### src/rtl/ct_spsram_req_ctrl.sv
// Request-side controller for one ct_spsram_* single-port SRAM: valid/ready requests in, in-order read data out.
// Define CT_SPSRAM_INIT_EN to zero-fill the whole SRAM after reset before accepting requests.
module ct_spsram_req_ctrl #(
  parameter int ADDR_WIDTH = 16,
  parameter int DATA_WIDTH = 128,
  parameter int RSP_DEPTH  = 2
) (
  input  logic                  forever_cpuclk,
  input  logic                  cpurst_b,
  input  logic                  req_vld,
  output logic                  req_rdy,
  input  logic                  req_wr,
  input  logic [ADDR_WIDTH-1:0] req_addr,
  input  logic [DATA_WIDTH-1:0] req_wdata,
  input  logic [DATA_WIDTH-1:0] req_wmask,
  output logic                  rsp_vld,
  input  logic                  rsp_rdy,
  output logic [DATA_WIDTH-1:0] rsp_rdata,
  output logic                  init_busy,
  output logic [ADDR_WIDTH-1:0] sram_a,
  output logic                  sram_cen,
  output logic                  sram_gwen,
  output logic [DATA_WIDTH-1:0] sram_wen,
  output logic [DATA_WIDTH-1:0] sram_d,
  input  logic [DATA_WIDTH-1:0] sram_q
);

  localparam int PTR_W  = (RSP_DEPTH > 1) ? $clog2(RSP_DEPTH) : 1;
  localparam int CNT_W  = $clog2(RSP_DEPTH + 1);
  localparam int LAST_I = RSP_DEPTH - 1;
  localparam logic [PTR_W-1:0] LAST_PTR  = LAST_I[PTR_W-1:0];
  localparam logic [CNT_W-1:0] FULL_CNT  = RSP_DEPTH[CNT_W-1:0];
  localparam logic [CNT_W:0]   DEPTH_EXT = RSP_DEPTH[CNT_W:0];

  logic                  in_idle;
  logic                  req_acc;
  logic                  rd_acc;
  logic                  wr_act;
  logic                  rd_pend_reg;
  logic                  push;
  logic                  pop;
  logic [CNT_W:0]        credit_used;
  logic                  has_credit;
  logic [CNT_W-1:0]      fifo_cnt_reg;
  logic [CNT_W-1:0]      fifo_cnt_next;
  logic [PTR_W-1:0]      wr_ptr_reg;
  logic [PTR_W-1:0]      wr_ptr_next;
  logic [PTR_W-1:0]      rd_ptr_reg;
  logic [PTR_W-1:0]      rd_ptr_next;
  logic [DATA_WIDTH-1:0] fifo_mem [RSP_DEPTH];

`ifdef CT_SPSRAM_INIT_EN
  typedef enum logic {
    ST_INIT = 1'b0,
    ST_IDLE = 1'b1
  } state_t;

  state_t                state_reg;
  logic                  init_busy_reg;
  logic [ADDR_WIDTH-1:0] init_addr_reg;
  logic                  sweep_act;

  // One zero-write per cycle; leave INIT once the address counter wraps.
  always_ff @(posedge forever_cpuclk or negedge cpurst_b) begin
    if (!cpurst_b) begin
      state_reg     <= ST_INIT;
      init_busy_reg <= 1'b1;
      init_addr_reg <= '0;
    end else begin
      case (state_reg)
        ST_INIT: begin
          init_addr_reg <= init_addr_reg + ADDR_WIDTH'(1);
          if (init_addr_reg == '1) begin
            state_reg     <= ST_IDLE;
            init_busy_reg <= 1'b0;
          end
        end
        default: begin
          state_reg     <= ST_IDLE;
          init_busy_reg <= 1'b0;
        end
      endcase
    end
  end

  assign in_idle   = (state_reg == ST_IDLE);
  assign sweep_act = init_busy_reg & cpurst_b;
  assign init_busy = init_busy_reg;
`else
  assign in_idle   = 1'b1;
  assign init_busy = 1'b0;
`endif

  // Credit counts the read still in flight to the FIFO; a same-cycle pop is not credited.
  assign credit_used = {1'b0, fifo_cnt_reg} + {{CNT_W{1'b0}}, rd_pend_reg};
  assign has_credit  = (credit_used < DEPTH_EXT);

  assign req_rdy = cpurst_b & in_idle & (req_wr | has_credit);
  assign req_acc = req_vld & req_rdy;
  assign rd_acc  = req_acc & ~req_wr;
  assign wr_act  = req_acc & req_wr & (|req_wmask);

  always_comb begin
    sram_cen  = 1'b1;
    sram_gwen = 1'b1;
    sram_wen  = '1;
    sram_a    = '0;
    sram_d    = '0;
`ifdef CT_SPSRAM_INIT_EN
    if (sweep_act) begin
      sram_cen  = 1'b0;
      sram_gwen = 1'b0;
      sram_wen  = '0;
      sram_a    = init_addr_reg;
    end else
`endif
    if (rd_acc) begin
      sram_cen = 1'b0;
      sram_a   = req_addr;
    end else if (wr_act) begin
      sram_cen  = 1'b0;
      sram_gwen = 1'b0;
      sram_wen  = ~req_wmask;
      sram_a    = req_addr;
      sram_d    = req_wdata;
    end
  end

  assign push    = rd_pend_reg;
  assign rsp_vld = (fifo_cnt_reg != '0);
  assign pop     = rsp_vld & rsp_rdy;

  always_comb begin
    wr_ptr_next   = wr_ptr_reg;
    rd_ptr_next   = rd_ptr_reg;
    fifo_cnt_next = fifo_cnt_reg;
    if (push) begin
      wr_ptr_next = (wr_ptr_reg == LAST_PTR) ? '0 : wr_ptr_reg + PTR_W'(1);
    end
    if (pop) begin
      rd_ptr_next = (rd_ptr_reg == LAST_PTR) ? '0 : rd_ptr_reg + PTR_W'(1);
    end
    case ({push, pop})
      2'b10:   fifo_cnt_next = fifo_cnt_reg + CNT_W'(1);
      2'b01:   fifo_cnt_next = fifo_cnt_reg - CNT_W'(1);
      default: fifo_cnt_next = fifo_cnt_reg;
    endcase
  end

  // Reset drops any read in flight: rd_pend clears, so its Q is never captured.
  always_ff @(posedge forever_cpuclk or negedge cpurst_b) begin
    if (!cpurst_b) begin
      rd_pend_reg  <= 1'b0;
      fifo_cnt_reg <= '0;
      wr_ptr_reg   <= '0;
      rd_ptr_reg   <= '0;
    end else begin
      rd_pend_reg  <= rd_acc;
      fifo_cnt_reg <= fifo_cnt_next;
      wr_ptr_reg   <= wr_ptr_next;
      rd_ptr_reg   <= rd_ptr_next;
    end
  end

  always_ff @(posedge forever_cpuclk) begin
    if (push) begin
      fifo_mem[wr_ptr_reg] <= sram_q;
    end
  end

  assign rsp_rdata = fifo_mem[rd_ptr_reg];

  always_ff @(posedge forever_cpuclk) begin
    if (cpurst_b && push && !pop) begin
      assert (fifo_cnt_reg != FULL_CNT);
    end
  end

endmodule

### config.mk
export PLATFORM = sky130hd
export DESIGN_NAME = ct_spsram_req_ctrl
export DESIGN_NICKNAME = d
export VERILOG_FILES = /design/src/rtl/ct_spsram_req_ctrl.sv
export SDC_FILE = /design/constraint.sdc
export NUM_CORES = 1
export LEC_CHECK = 0
export ABC_AREA = 1
export CAP_MARGIN = 20
export CORE_AREA = 2 2 312 314
export CTS_BUF_LIST = sky130_fd_sc_hd__clkbuf_8 sky130_fd_sc_hd__clkbuf_16
export DETAILED_ROUTE_END_ITERATION = 10
export DIE_AREA = 0 0 314 316
export MAX_ROUTING_LAYER = met4
export PLACE_DENSITY = 0.39
export SETUP_SLACK_MARGIN = 0.2
export SLEW_MARGIN = 20
export SYNTH_ARGS = -nofsm -noshare
export SYNTH_HDL_FRONTEND = slang
export SYNTH_SLANG_ARGS = --single-unit
export TNS_END_PERCENT = 30
### constraint.sdc
create_clock -name forever_cpuclk -period 13.35 [get_ports forever_cpuclk]
set_input_delay 2.67 -clock forever_cpuclk [delete_from_list [all_inputs] [get_ports forever_cpuclk]]
set_output_delay 2.67 -clock forever_cpuclk [all_outputs]
set_load 0.01 [all_outputs]
==> out/qor.yml <==
crit_arrival_ns: 6.52
grt_use_total_pct: 18.5
syn_area_um2: 12000
swShare_pct: 33.8
synth.avg_cell_area_um2: 9.01
grt_max_degree: 106
start_kind: "input pin"
detailed_place_hpwl_mm: 77.9
yosysSeqAreaShare_pct: 64.9
routedWlPerCell_um: 27.0
synthFlopType: "edfxtp_1"
clock_latency_ns: 0.57
design_power_total_mw: 2.83
r2r_end: "fifo_mem[0][81]$_DFFE_PP_"
yosys-top-cells-count: "599 x nand2_1, 256 x edfxtp_1, 213 x nor2_1"
slew_viol_final: 0
n_fill_cell: 10500
synthArstFlopShare_pct: 1.92
yosysTopAreaCellShare_pct: 63.8
p_leak_nw: 8.77
ys_ff_latch: 261
finish.utilization_pct: 23.4
syn_inst: 1336
p_per_area_nw_per_um2: 126
vias: 12400
finalSetupViolCount: 0
ff2ff_setup_slack_ns: 10.95
portBuffers: 808
endpoint_kind: "output pin"
whs_path_depth: 1
holdCritPathClass: "reg -> reg"
synth-edff-count: 256
crit_slowest_cell: "clkdlybuf4s50_1"
grt_pass1_vias: 12700
switchingPower_mw: 0.955
cts_tree: "built"
required_ns: 10.68
cpPeakStageDelay_ns: 0.81
finalHoldWorstSlack_ns: 0.500
crit_family: "buffers and inverters"
setup_tns_ns: 0
largest_register_ffs: 256
antenna_found_initial: 31
synth_fp_nets: 1742
cts.sinks: 261
post_cts_resize_count: 0
cp.depth: 13
post_cts_buffers: 0
drv_cap: 0
ant_nets: 0
fmax_mhz: 109
pwr-share-comb_pct: 38.2
overflow: 0
min_period_ns: 9.19
worst_pin_slew_ns: 0.995
start_util_pct: 12.5
critPathBufInv: 5
coreArea_um2: 96000
fin_nets: 2530
ctsHtreeMaxLevel: 1
rr_worst_depth: 3
power.share.sequential_pct: 35.8
drc: 0
grt_pass1_wl_mm: 119
clk_pin_slew_worst_paths_ns: 0.05
hold_buffers: 0
rows: 114
gp_congestion: 1.01
dieWidth_um: 314
drive_gt1_share_pct: 2.47
cts.root.buffer_cell: "clkbuf_16"
power.internal_mw: 1.87
rsz0062_at_grt: "no"
ioPinCount: 810
path_cells: "clkdlybuf4s50_1, inv_1, nand2_1, nor2_1, nand3_1, nor2_1, nand2_1, nor2_1, nor2_4, buf_16, buf_4, nand2_1, clkdlybuf4s50_1"
relSlewSlack_pct: 33.7
yosys_warnings: 0
path_class: "in -> out"
worst-path-max-fanout: 81
worstHoldEndpoint: "fifo_cnt_reg[1]$_DFFE_PN0P_"
synth_largest_area_cell: "edfxtp_1"
die_h_um: 316
yosysMostFrequentCell: "nand2_1"
ir_drop_mv: 0.106
cts_buffers: 30
p_clk_share_pct: 26.0
timing.rr.start: "push$_DFF_PN0_"
first_pass_iters: 5
hp-start: "fifo_cnt_reg[1]$_DFFE_PN0P_"
drt-total-wl_mm: 92.9
avgViaCountPerCell: 3.59
fp.dieArea_um2: 99200
ys_types: 22
netlist_top_cells_area: "edfxtp_1 64%, nand2_1 19%, nor2_1 6.6%, inv_1 5.2%, buf_6 1.1%"
area_growth_pct: 86.3
hold_viol: 0
status: "finished clean"
cts_buffer_depth: 3
fin_crit_sh_pct: 68.8
finClkSkew_ns: 0.0226
drtIter0Drc: 629
## how the worst max path moves through the flow
stage	slack, ns	to	start
2_1_floorplan	6.95	sram_d[100]	req_wmask[42]
3_3_place_gp	3.83	sram_wen[5]	req_wmask[66]
3_5_place_dp	3.90	sram_d[3]	req_wmask[57]
4_1_cts	3.88	sram_d[3]	req_wmask[58]
5_1_grt	4.01	sram_d[3]	req_wmask[58]
6_report	4.16	sram_wen[6]	req_wmask[66]
## worst reg2reg max path: stages, from the launching register on
cell     delay [ns]
dfrtp_1        0.42
inv_1          0.11
nor2_4         0.63
buf_4          0.80
## logic make-up after synthesis
group                    share of synthesized area (%)
buffers and inverters                             8.07
adder cells (fa/ha/maj)                          0.104
AND/OR/NAND/NOR                                   26.5
AO/OA/AOI/OAI                                    0.156
XOR/XNOR                                         0.291
other                                           0.0311
flip-flops                                        64.9
## cell usage in the layout (no fill, tap or decap), drive strengths merged, types with 2 or more instances in the layout
master / n
buf: 8
clkbuf: 30
clkdlybuf4s50: 808
clkinv: 18
dfrtp: 5
diode: 25
edfxtp: 256
inv: 173
nand2: 601
nand3: 20
nand4: 3
nor2: 213
xnor2: 2
xor2: 2
## power by group through the flow
stage	clock network [mW]	logic, mW	registers (mW)
after CTS	0.773	1.12	1.01
after global routing	0.799	1.18	1.02
final	0.735	1.08	1.01
after global placement	0	1.11	1.03
after detailed placement	0	1.11	1.03
after floorplan	0	0.415	0.999
## layer usage
layer	GRT usage [%]	routed length [µm]
met5	-	0
met4	5.60	3030
met3	5.33	6640
met2	36.4	52400
met1	16.9	30800
## area by class of cell
| class | count | area [µm²] | area share [%] |
|---|---|---|---|
| timing repair buffer | 816 | 8170 | 36.4 |
| sequential | 261 | 7820 | 34.8 |
| multi-input combinational | 847 | 3280 | 14.6 |
| tap | 1276 | 1600 | 7.12 |
| clock buffer | 30 | 751 | 3.35 |
| inverter | 168 | 638 | 2.84 |
| clock inverter | 24 | 125 | 0.558 |
| antenna | 25 | 62.6 | 0.279 |
## through the flow
stage	area, µm²	cells	setup slack [ns]
final	22400	3447	4.16
after detailed placement	21500	3367	3.90
after global placement	21500	3367	3.83
after global routing	22400	3442	4.01
after CTS	22300	3421	3.88
after floorplan	12000	1336	6.95
Power figures use the tool's default switching activity.
